<file path="src/rtl/pll_lock_sequencer.sv">
// PLLVR reset/divider sequencer with lock qualification,
// timeout retry and runtime divider reprogramming.
module pll_lock_sequencer #(
    parameter int         RST_CYCLES    = 16,
    parameter int         STABLE_CYCLES = 1024,
    parameter int         LOCK_TIMEOUT  = 65535,
    parameter int         MAX_RETRY     = 3,
    parameter logic [5:0] IDSEL_INIT    = 6'd0,
    parameter logic [5:0] FBDSEL_INIT   = 6'd0,
    parameter logic [5:0] ODSEL_INIT    = 6'd0
) (
    input  logic       clkin,
    input  logic       rst,
    input  logic       pll_lock,
    input  logic       cfg_req,
    input  logic [5:0] cfg_idsel,
    input  logic [5:0] cfg_fbdsel,
    input  logic [5:0] cfg_odsel,
    output logic       pll_reset,
    output logic [5:0] idsel,
    output logic [5:0] fbdsel,
    output logic [5:0] odsel,
    output logic       locked,
    output logic       sys_rst,
    output logic       busy,
    output logic       err,
    output logic [7:0] loss_cnt
);

    localparam int RC_W = $clog2(RST_CYCLES + 1);
    localparam int ST_W = $clog2(STABLE_CYCLES + 1);
    localparam int TO_W = $clog2(LOCK_TIMEOUT + 1);
    localparam int RT_W = $clog2(MAX_RETRY + 1);

    localparam logic [2:0] S_RST_PLL = 3'd0;
    localparam logic [2:0] S_WAIT    = 3'd1;
    localparam logic [2:0] S_STABLE  = 3'd2;
    localparam logic [2:0] S_RUN     = 3'd3;
    localparam logic [2:0] S_FAIL    = 3'd4;

    logic [2:0]      state, state_d;
    logic [RC_W-1:0] rst_cnt, rst_cnt_d;
    logic [ST_W-1:0] st_cnt, st_cnt_d;
    logic [TO_W-1:0] to_cnt, to_cnt_d;
    logic [RT_W-1:0] retry, retry_d, retry_inc;
    logic [7:0]      loss_d;
    logic [5:0]      id_d, fb_d, od_d;
    logic            lock_m, lock_s;
    logic            timeout, stable_done;

    always_ff @(posedge clkin or posedge rst) begin
        if (rst) begin
            lock_m <= 1'b0;
            lock_s <= 1'b0;
        end else begin
            lock_m <= pll_lock;
            lock_s <= lock_m;
        end
    end

    assign timeout   = (to_cnt == TO_W'(LOCK_TIMEOUT - 1));
    assign retry_inc = retry + RT_W'(1);
    // the WAIT_LOCK cycle that saw lock_s is the first stable cycle
    assign stable_done = lock_s &&
        (int'(st_cnt) + 2 >= STABLE_CYCLES);

    always_comb begin
        state_d   = state;
        rst_cnt_d = rst_cnt;
        st_cnt_d  = st_cnt;
        to_cnt_d  = to_cnt;
        retry_d   = retry;
        loss_d    = loss_cnt;
        id_d      = idsel;
        fb_d      = fbdsel;
        od_d      = odsel;
        unique case (1'b1)
            (state == S_RST_PLL): begin
                if (rst_cnt == RC_W'(RST_CYCLES - 1))
                    state_d = S_WAIT;
                else
                    rst_cnt_d = rst_cnt + RC_W'(1);
            end
            (state == S_WAIT): begin
                if (timeout) begin
                    retry_d = retry_inc;
                    state_d = (int'(retry_inc) == MAX_RETRY)
                            ? S_FAIL : S_RST_PLL;
                end else begin
                    to_cnt_d = to_cnt + TO_W'(1);
                    if (lock_s)
                        state_d = S_STABLE;
                end
            end
            (state == S_STABLE): begin
                if (stable_done) begin
                    state_d = S_RUN;
                end else if (timeout) begin
                    retry_d = retry_inc;
                    state_d = (int'(retry_inc) == MAX_RETRY)
                            ? S_FAIL : S_RST_PLL;
                end else begin
                    to_cnt_d = to_cnt + TO_W'(1);
                    if (lock_s)
                        st_cnt_d = st_cnt + ST_W'(1);
                    else
                        state_d = S_WAIT;
                end
            end
            (state == S_RUN || state == S_FAIL): begin
                if (cfg_req) begin
                    id_d    = cfg_idsel;
                    fb_d    = cfg_fbdsel;
                    od_d    = cfg_odsel;
                    retry_d = '0;
                    state_d = S_RST_PLL;
                end else if (state == S_RUN && !lock_s) begin
                    if (loss_cnt != 8'hff)
                        loss_d = loss_cnt + 8'd1;
                    state_d = S_RST_PLL;
                end
            end
            default: state_d = S_RST_PLL;
        endcase
        // per-state counters restart on entry
        if (state_d != state) begin
            if (state_d == S_RST_PLL) rst_cnt_d = '0;
            if (state_d == S_STABLE)  st_cnt_d  = '0;
            if (state_d == S_WAIT &&
                state == S_RST_PLL)   to_cnt_d  = '0;
            if (state_d == S_RUN)     retry_d   = '0;
        end
    end

    always_ff @(posedge clkin or posedge rst) begin
        if (rst) begin
            state    <= S_RST_PLL;
            rst_cnt  <= '0;
            st_cnt   <= '0;
            to_cnt   <= '0;
            retry    <= '0;
            loss_cnt <= 8'd0;
            idsel    <= IDSEL_INIT;
            fbdsel   <= FBDSEL_INIT;
            odsel    <= ODSEL_INIT;
            locked   <= 1'b0;
            sys_rst  <= 1'b1;
        end else begin
            state    <= state_d;
            rst_cnt  <= rst_cnt_d;
            st_cnt   <= st_cnt_d;
            to_cnt   <= to_cnt_d;
            retry    <= retry_d;
            loss_cnt <= loss_d;
            idsel    <= id_d;
            fbdsel   <= fb_d;
            odsel    <= od_d;
            locked   <= (state_d == S_RUN);
            sys_rst  <= (state_d != S_RUN);
        end
    end

    assign pll_reset = (state == S_RST_PLL);
    assign busy      = (state == S_RST_PLL) ||
                       (state == S_WAIT) ||
                       (state == S_STABLE);
    assign err       = (state == S_FAIL);

endmodule

</file>
<file path="config.mk">
export PLATFORM = sky130hd
export DESIGN_NAME = pll_lock_sequencer
export DESIGN_NICKNAME = d
export VERILOG_FILES = /design/src/rtl/pll_lock_sequencer.sv
export SDC_FILE = /design/constraint.sdc
export NUM_CORES = 1
export LEC_CHECK = 0
export CORE_ASPECT_RATIO = 1.4
export CORE_MARGIN = 2
export CORE_UTILIZATION = 54
export CTS_CLUSTER_SIZE = 25
export DETAILED_ROUTE_END_ITERATION = 10
export PLACE_DENSITY = 0.79
export SLEW_MARGIN = 40
export SYNTH_ARGS = -nofsm -noshare
export SYNTH_HDL_FRONTEND = slang
export SYNTH_SLANG_ARGS = --single-unit
</file>
<file path="constraint.sdc">
create_clock -name clkin -period 2.5 [get_ports clkin]
set_input_delay 0.625 -clock clkin [delete_from_list [all_inputs] [get_ports clkin]]
set_output_delay 0.625 -clock clkin [all_outputs]
set_load 0.005 [all_outputs]
</file>
==> impl_metrics.py <==
metrics = {
    "run_status": {
        "run_status": "finished, final reports clean",
    },
    "route": {
        "routed_via_density": 6.22,
        "drt_pass1_iterations": 5,
        "remaining_drc_errors": 0,
        "violation_count_after_the_first_detailed_routing_iteration": 164,
        "vias": 2884,
        "wl_per_cell_um": 17.2,
        "routed_wl_um": 7960,
        "number_of_nets_with_antenna_violations_after_detailed_routing": 0,
    },
    "global_route": {
        "grt_max_degree": 68,
        "first_pass_grt_wire_length_um": 13400,
        "globalRouteTotalUtil_pct": 24.1,
        "number_of_antenna_violations_at_the_first_check_in_global_routing": 0,
        "grt_overflow": 0,
        "grt_pass1_vias": 2831,
    },
    "finish": {
        "post_route_cells_drive_above_1_share_pct": 14.3,
        "diodes": 0,
        "layout.nets": 417,
        "finish.cell_count_without_fillers": 464,
        "ff_latch_area_um2": 1680,
        "commonest_cells_after_routing_fill_and_taps_aside": "65 x sky130_fd_sc_hd__dfrtp_1, 52 x sky130_fd_sc_hd__clkdlybuf4s50_1, 28 x sky130_fd_sc_hd__a21oi_1, 25 x sky130_fd_sc_hd__nand2_1, 20 x sky130_fd_sc_hd__mux2_2",
        "syn2layout_area_growth_pct": 22.5,
        "layout.cells.most_common": "sky130_fd_sc_hd__dfrtp_1",
        "multi_input_area_um2": 1690,
        "finalInstanceArea_um2": 4270,
        "fillCellCount": 466,
    },
    "clock_tree": {
        "cts_made_buffers": 9,
        "h-tree-depth": 3,
        "tritoncts": "built",
        "clockRootBuffer": "sky130_fd_sc_hd__clkbuf_8",
        "clkSinkCount": 67,
        "clkTransAtPathRegs_ns": 0.07,
        "clock_latency_ns": 0.34,
        "cts_max_path_buffers": 2,
        "cts_hold_buf": 0,
    },
    "timing": {
        "maxClockFrequency_mhz": 414,
        "hold_violation_total_from_the_final_report": 0,
        "period_minus_slack_ns": 2.42,
        "setup_ws_post_layout_ns": 0.0820,
        "max_slew_margin_pct": 58.6,
        "fin_worst_hold_slack_ns": 0.350,
        "setup_tns_ns": 0,
        "final-setup-viol-count": 0,
        "worst_clock_skew_ns": 0.00952,
        "timing_max_transition_violations_final": 0,
        "final.period_utilization_pct": 96.7,
        "max_slew.worst_pin.slew_ns": 0.613,
    },
    "setup_path": {
        "critical_path.slowest_cell": "sky130_fd_sc_hd__clkdlybuf4s50_1",
        "worstPathMaxFanout": 12,
        "worstSetupPathDepth": 2,
        "crit_path_start_kind": "flop",
        "cp.arrival_ns": 1.79,
        "cpLargestDelayFamily": "buffers and inverters",
        "timing.critical_path.to_type": "output port",
        "timing.critical_path.buf_inv": 1,
        "path_cells": "nor3b_2, clkdlybuf4s50_1",
        "cp_slowest_stage_delay_ns": 0.58,
        "worst_ep_required_ns": 1.88,
        "setup.worst_path.class": "reg2out",
        "reg2reg_depth": 7,
    },
    "yosys": {
        "post-synth-top-area-fraction_pct": 47.4,
        "number_of_flops_mapped_to_enable_cells_by_yosys": 0,
        "ys_seq_elements": 67,
        "mappedNetlistArea_um2": 3490,
        "synthesized_netlist_cell_count": 332,
        "post_synth.cell_area_avg_um2": 10.5,
        "postSynthNetCount": 362,
        "ys_seq_area_share_pct": 48.1,
        "yosysWarningCount": 0,
        "async_reset_ff_share_pct": 100,
        "dominantRegCellSynth": "sky130_fd_sc_hd__dfrtp_1",
        "cell_type_contributing_the_most_total_cell_area_after_synthesis": "sky130_fd_sc_hd__dfrtp_1",
        "synth.distinct_cells": 51,
        "synthTopCellsByArea": "sky130_fd_sc_hd__dfrtp_1 47%, sky130_fd_sc_hd__mux2_2 6.5%, sky130_fd_sc_hd__o31ai_1 4.1%",
    },
    "power": {
        "pwr_density_cell_nw_per_um2": 873,
        "p_leak_nw": 1.80,
        "max_ir_drop_vdd_mv": 0.582,
    },
    "floorplan": {
        "die_h_um": 99.1,
        "dieWidth_um": 71.9,
        "die-area_um2": 7130,
        "design.core.area_um2": 6210,
        "rows": 34,
        "io_pins": 53,
        "start_util_pct": 56.1,
    },
    "placement": {
        "place_hpwl_um": 5700,
        "finalWeightedCongestion": 0.810,
        "preCtsSetupSlack_ns": 0.0671,
        "area_after_dpl_um2": 4090,
        "placedCellCount": 448,
        "numPortBuffers": 52,
    },
    "flow_run": {
        "cap_viol_max_count": 0,
    },
    "hold_path": {
        "min_delay_path_depth": 0,
        "worstHoldPathType": "reg2reg",
    },
}
## routing by layer
layer | up-vias | part of all wire [%] | wire, um | track usage, %
li1 | 1378 | - | - | -
met1 | 1423 | 41 | 3270 | 30.6
met2 | 72 | 53 | 4210 | 39.7
met3 | 11 | 5.0 | 400 | 5.83
met4 | 0 | 1.1 | 85 | 8.56
met5 | - | 0 | 0 | 0
## cells in the mapped netlist, types with 3 or more instances
library cell,n
sky130_fd_sc_hd__nor2_1,9
sky130_fd_sc_hd__mux2i_1,5
sky130_fd_sc_hd__nand3_1,18
sky130_fd_sc_hd__or4_1,15
sky130_fd_sc_hd__o21a_1,4
sky130_fd_sc_hd__xor2_1,4
sky130_fd_sc_hd__and2_1,3
sky130_fd_sc_hd__nand4_1,11
sky130_fd_sc_hd__and4_1,6
sky130_fd_sc_hd__o31ai_1,19
sky130_fd_sc_hd__nor3_1,6
sky130_fd_sc_hd__mux2_2,20
sky130_fd_sc_hd__o211ai_1,4
sky130_fd_sc_hd__o21ai_0,10
sky130_fd_sc_hd__nand2_1,25
sky130_fd_sc_hd__inv_1,10
sky130_fd_sc_hd__and3_1,3
sky130_fd_sc_hd__buf_2,6
sky130_fd_sc_hd__xnor2_1,4
sky130_fd_sc_hd__dfrtp_1,66
sky130_fd_sc_hd__a21oi_1,28
sky130_fd_sc_hd__clkbuf_1,8
sky130_fd_sc_hd__ha_1,8
## state kept, by name, summed over array words and instances, names as in the netlist
signal,count
loss_cnt,8
lock_s,1
sys_rst,1
locked,1
state,3
idsel,6
fbdsel,6
to_cnt,16
rst_cnt,5
lock_m,1
retry,2
odsel,6
st_cnt,11
## cell type report
type	count	share of cell area (%)
Multi-Input combinational cell	237	39.5
Tap cell	72	2.11
Clock inverter	6	0.996
Sequential cell	67	39.3
Clock buffer	10	2.99
Inverter	10	0.879
Timing Repair Buffer	62	14.2
## power by group
part / switching (mW) / internal [mW] / leakage, nW
registers: 0.226 / 1.35 / 0.894
logic: 0.661 / 0.718 / 0.826
clock network: 0.416 / 0.359 / 0.0822
total: 1.30 / 2.43 / 1.80
## stage by stage
stage / power [mW] / util, %
after global placement: 2.87 / 65.8
after CTS: 3.74 / 68.6
after global routing: 4.00 / 68.8
after floorplan: 2.33 / -
after detailed placement: 2.96 / 65.8
final: 3.73 / 68.8
## final timing paths
kind	startpoint	end	slack [ns]
setup / recovery	state[1]	err	0.08
hold / removal	lock_m	lock_s	0.35
setup reg to reg	to_cnt[0]	to_cnt[13]	0.12
hold reg to reg	lock_m	lock_s	0.35
max in group asynchronous	rst	sys_rst	1.52
min in group asynchronous	rst	idsel[3]	0.67
## timing repair
| action | in CTS | in global routing |
|---|---|---|
| resized for setup | 0 | 4 |
| setup endpoints to repair | 2 | 11 |
| setup buffers | 0 | 0 |
## cell families (layout without fill, tap and decap cells)
kind of cell	count (synthesis)	count (layout)	share of synthesized area (%)
AO/OA/AOI/OAI	83	83	15.9
adder cells (fa/ha/maj)	8	8	2.87
AND/OR/NAND/NOR	113	113	19.4
multiplexers	25	25	7.89
buffers and inverters	28	88	3.88
XOR/XNOR	8	8	2.01
flip-flops	67	67	48.1
Power figures use the tool's default switching activity.
